--- src/rtl/binary_to_onehot.sv ---
// rtl/binary_to_onehot.sv - registered binary-to-one-hot decoder with valid qualifier
//
// Purpose:
//   Captures a BIN_W-bit binary index when valid_i is high and presents the
//   decoded 2**BIN_W-bit one-hot vector one cycle later. valid_o is high only
//   in the cycle after a capture. When valid_i is low, one_hot_o keeps its last
//   value. Every output comes straight from a flop.
//
// Optional feature:
//   Macro BIN2OH_CHECK_EN adds the err_o port and a registered integrity
//   checker. err_o is a sticky flag that rises when a freshly presented
//   one_hot_o is not exactly one-hot, or when it does not re-encode to the
//   captured index.
//
// Parameters:
//   BIN_W     binary index width, 1..8
//   OH_W      one-hot width, derived as 2**BIN_W (do not override)
//
// Ports:
//   clk        rising-edge clock
//   reset      synchronous, active-high reset
//   valid_i    capture bin_i this cycle
//   bin_i      binary index, 0..OH_W-1
//   valid_o    one_hot_o holds a freshly decoded value
//   one_hot_o  decoded vector, bit n set iff the captured index is n
//   err_o      sticky integrity error (only with BIN2OH_CHECK_EN)

module binary_to_onehot #(
  parameter int BIN_W = 4,
  parameter int OH_W  = 2 ** BIN_W
) (
  input  logic             clk,
  input  logic             reset,
  input  logic             valid_i,
  input  logic [BIN_W-1:0] bin_i,
  output logic             valid_o,
  output logic [OH_W-1:0]  one_hot_o
`ifdef BIN2OH_CHECK_EN
  ,
  output logic             err_o
`endif
);

  // Combinational decode of the incoming index. Every index is in range
  // because OH_W covers all 2**BIN_W codes.
  logic [OH_W-1:0] decoded;

  always_comb begin
    decoded        = '0;
    decoded[bin_i] = 1'b1;
  end

  always_ff @(posedge clk) begin
    if (reset) begin
      one_hot_o <= '0;
      valid_o   <= 1'b0;
    end else begin
      valid_o <= valid_i;
      if (valid_i) begin
        one_hot_o <= decoded;
      end
    end
  end

`ifdef BIN2OH_CHECK_EN
  // Keep an independent copy of the captured index. The checker then compares
  // the decoder flops against a separate path, rather than against themselves.
  logic [BIN_W-1:0] bin_q;
  logic [BIN_W:0]   pop_cnt;
  logic [BIN_W-1:0] re_enc;
  logic             mismatch;

  always_ff @(posedge clk) begin
    if (reset) begin
      bin_q <= '0;
    end else if (valid_i) begin
      bin_q <= bin_i;
    end
  end

  // Count the set bits and re-encode the highest set bit. Any vector that is
  // not a single bit at position bin_q is flagged.
  always_comb begin
    pop_cnt = '0;
    re_enc  = '0;
    for (int n = 0; n < OH_W; n++) begin
      if (one_hot_o[n]) begin
        pop_cnt = pop_cnt + (BIN_W+1)'(1);
        re_enc  = BIN_W'(n);
      end
    end
    mismatch = (pop_cnt != (BIN_W+1)'(1)) || (re_enc != bin_q);
  end

  // Only a freshly presented value is judged. The flag stays set until reset.
  always_ff @(posedge clk) begin
    if (reset) begin
      err_o <= 1'b0;
    end else if (valid_o && mismatch) begin
      err_o <= 1'b1;
    end
  end
`endif

endmodule

--- config.mk ---
export PLATFORM = sky130hd
export DESIGN_NAME = binary_to_onehot
export DESIGN_NICKNAME = d
export VERILOG_FILES = /design/src/rtl/binary_to_onehot.sv
export SDC_FILE = /design/constraint.sdc
export NUM_CORES = 1
export LEC_CHECK = 0
export BUFFER_PORTS_ARGS = -buffer_cell sky130_fd_sc_hd__buf_2
export CORE_UTILIZATION = 44
export DETAILED_ROUTE_END_ITERATION = 12
export GPL_TIMING_DRIVEN = 0
export PLACE_DENSITY = 0.74
export SLEW_MARGIN = 30
export SYNTH_ARGS = -nofsm -noshare
export SYNTH_HDL_FRONTEND = slang
export SYNTH_SLANG_ARGS = --single-unit
--- constraint.sdc ---
create_clock -name clk -period 0.8 [get_ports clk]
set_input_delay 0.04 -clock clk [delete_from_list [all_inputs] [get_ports clk]]
set_output_delay 0.04 -clock clk [all_outputs]
set_load 0.03 [all_outputs]
==> flow_metrics.env <==
export IMPL_violations="setup timing"
export IMPL_numCtsBuffers=3
export IMPL_ys_warn_count=0
export IMPL_drive_gt1_frac=0.646
export IMPL_fp_dieW_um=39.1
export IMPL_synth_nets=56
export IMPL_dieHeight_um=39.1
export IMPL_viasPerCell=5.53
export IMPL_postSynthCellCount=49
export IMPL_place_area_sq_um=734
export IMPL_post_synth_top_area_fraction=0.562
export IMPL_drv_cap=0
export IMPL_fin_area_sq_um=922
export IMPL_grtUsageTotal=0.202
export IMPL_dp_cells=86
export IMPL_core_area_sq_um=1280
export IMPL_tns_ps=-37.8
export IMPL_ir_drop_mv=1.12
export IMPL_timing_final_ws_setup_ps=-15.9
export IMPL_cp_required_ps=760
export IMPL_syn_area_sq_um=606
export IMPL_ys_ff_latch=17
export IMPL_syn_avg_cell_area_sq_um=12.4
export IMPL_grt_pass1_wl_um=2010
export IMPL_start_util=0.471
export IMPL_yosys_area_top_type="dfxtp_1"
export IMPL_yosys_top_cells_count="17 x dfxtp_1, 12 x o2bb2ai_1, 4 x a22o_1"
export IMPL_vias=520
export IMPL_min_delay_path_class="in2reg"
export IMPL_post_drt_wl_per_cell_um=14.1
export IMPL_critPathKind="reg2out"
export IMPL_max_slew_margin=0.802
export IMPL_timing_rr_start="one_hot_o[12]"
export IMPL_min_from="valid_i"
export IMPL_worst_path_max_delay_cell="dfxtp_2"
export IMPL_synth_edf_count=0
export IMPL_leakagePower_nw=0.374
export IMPL_hold_viol_final=0
export IMPL_hold_path_depth=2
export IMPL_path_buf_inv=1
export IMPL_finClkSkew_ps=0
export IMPL_synthArstFlopShare=0
export IMPL_cellPowerDensity_nw_per_um2=1620
export IMPL_fmax_mhz=1230
export IMPL_ant_nets=0
export IMPL_grt_antenna_before_repair=0
export IMPL_pre_cts_slack_ps=-91.3
export IMPL_critPathCaptureType="primary output"
export IMPL_grt_max_degree=11
export IMPL_insertion_delay_ps=290
export IMPL_startpoint_type="flip-flop"
export IMPL_synth_cell_type_count=15
export IMPL_critPathArrivalTime_ps=780
export IMPL_setup_violations=7
export IMPL_final_core_util=0.718
export IMPL_cts_htree_levels=1
export IMPL_hpwl_um=812
export IMPL_worstRegToRegCells=2
export IMPL_min_period_ps=816
export IMPL_synth_area_top_cells="dfxtp_1 56%, o2bb2ai_1 17%, a22o_1 5.8%"
export IMPL_post_route_period_util=1.02
export IMPL_yosysSeqAreaShare=0.562
export IMPL_nNetsFinal=87
export IMPL_core_rowCount=13
export IMPL_gp_congestion=0.684
export IMPL_portBuffers=22
export IMPL_grt_ovfl_total=0
export IMPL_clkTransAtPathRegs_ps=100
export IMPL_maxSlewViolCount=0
export IMPL_detail_route_first_pass_iterations=4
export IMPL_diodes=0
export IMPL_status="finished with violations"
export IMPL_cp_depth=1
export IMPL_crit_path_max_incr_delay_ps=360
export IMPL_startpoint="one_hot_o[7]"
export IMPL_dominantRegCellSynth="dfxtp_1"
export IMPL_stdcell_count=94
export IMPL_routed_wl_um=1320
export IMPL_grt_pass1_vias=436
export IMPL_synth_most_common_cell="dfxtp_1"
export IMPL_pin_count=24
export IMPL_crit_chain="buf_6"
export IMPL_root_buffer="clkbuf_4"
export IMPL_tritoncts="yes"
export IMPL_crit_fanout=2
export IMPL_area_growth_pct=52.3
export IMPL_cts_num_sinks=17
export IMPL_dieArea_sq_um=1530
export IMPL_worstMarginPinSlew_ps=296
export IMPL_max_clock_path_buffers=2
export IMPL_dr_first_iter_drc_count=19
export IMPL_drc_errors=0
export IMPL_crit_family="flip-flops"
export IMPL_rsz0062_at_grt="yes"
timing repair:
action                                  CTS  global route
endpoints found under the setup margin   17            17
gates resized for setup                  50             1
setup buffers                             2             1
endpoints found under the hold margin     1             0
hold buffers                              1             0
gates cloned                              0             0
state kept, by name (all words and copies together), names as in the netlist:
| signal | cells |
|---|---|
| one_hot_o | 16 |
| valid_o | 1 |
kinds of logic after synthesis:
family | after synthesis | synth area share
DFF | 17 | 0.562
AOI/OAI and AO/OA | 16 | 0.231
and+or+nand+nor | 14 | 0.176
buffers and inverters | 2 | 0.0310
per-layer routing:
layer  up-vias  GRT usage  share of wire
li1        256          -              -
met1       242      0.301           0.50
met2        18      0.258           0.44
met3         4     0.0347          0.037
met4         0      0.129          0.021
met5         -          0              0
cells in the final DEF, fill, tap and decap left out, drive strengths merged:
| cell type | Yosys | final |
|---|---|---|
| clkinv | 0 | 1 |
| nor3 | 1 | 1 |
| and3b | 1 | 1 |
| nor3b | 3 | 3 |
| nor2b | 1 | 1 |
| buf | 2 | 27 |
| o2bb2ai | 12 | 12 |
| clkbuf | 0 | 3 |
| or3b | 2 | 2 |
| nand3 | 1 | 1 |
| nor2 | 1 | 1 |
| nand3b | 3 | 3 |
| a22o | 4 | 4 |
| or3 | 1 | 1 |
| dlygate4sd3 | 0 | 1 |
| dfxtp | 17 | 17 |
metrics by stage:
step / hold slack (ps) / power, mW
global placement: 242 / 1.03
finish: 39.2 / 1.49
floorplan: 168 / 0.976
detailed placement: 246 / 1.03
global route: 44.6 / 1.55
CTS: 36.4 / 1.51
path summary, 6_finish.rpt:
check                  end  slack (ps)
min reg2reg  one_hot_o[10]         480
max reg2reg  one_hot_o[12]          60
max           one_hot_o[7]         -20
min                valid_o          40
layout make-up:
type | count | area (sq um)
fill | 90 | 363
sequential | 17 | 362
timing repair buffer | 26 | 249
multi-input combinational | 30 | 246
clock buffer | 3 | 22.5
buffer | 2 | 18.8
tap | 15 | 18.8
clock inverter | 1 | 5.00
where the power goes:
group / leakage, nW / switching (mW) / internal (mW)
logic: 0.211 / 0.0950 / 0.0735
clock network: 0.0177 / 0.266 / 0.186
registers: 0.146 / 0.00919 / 0.862
Power figures use the tool's default switching activity.
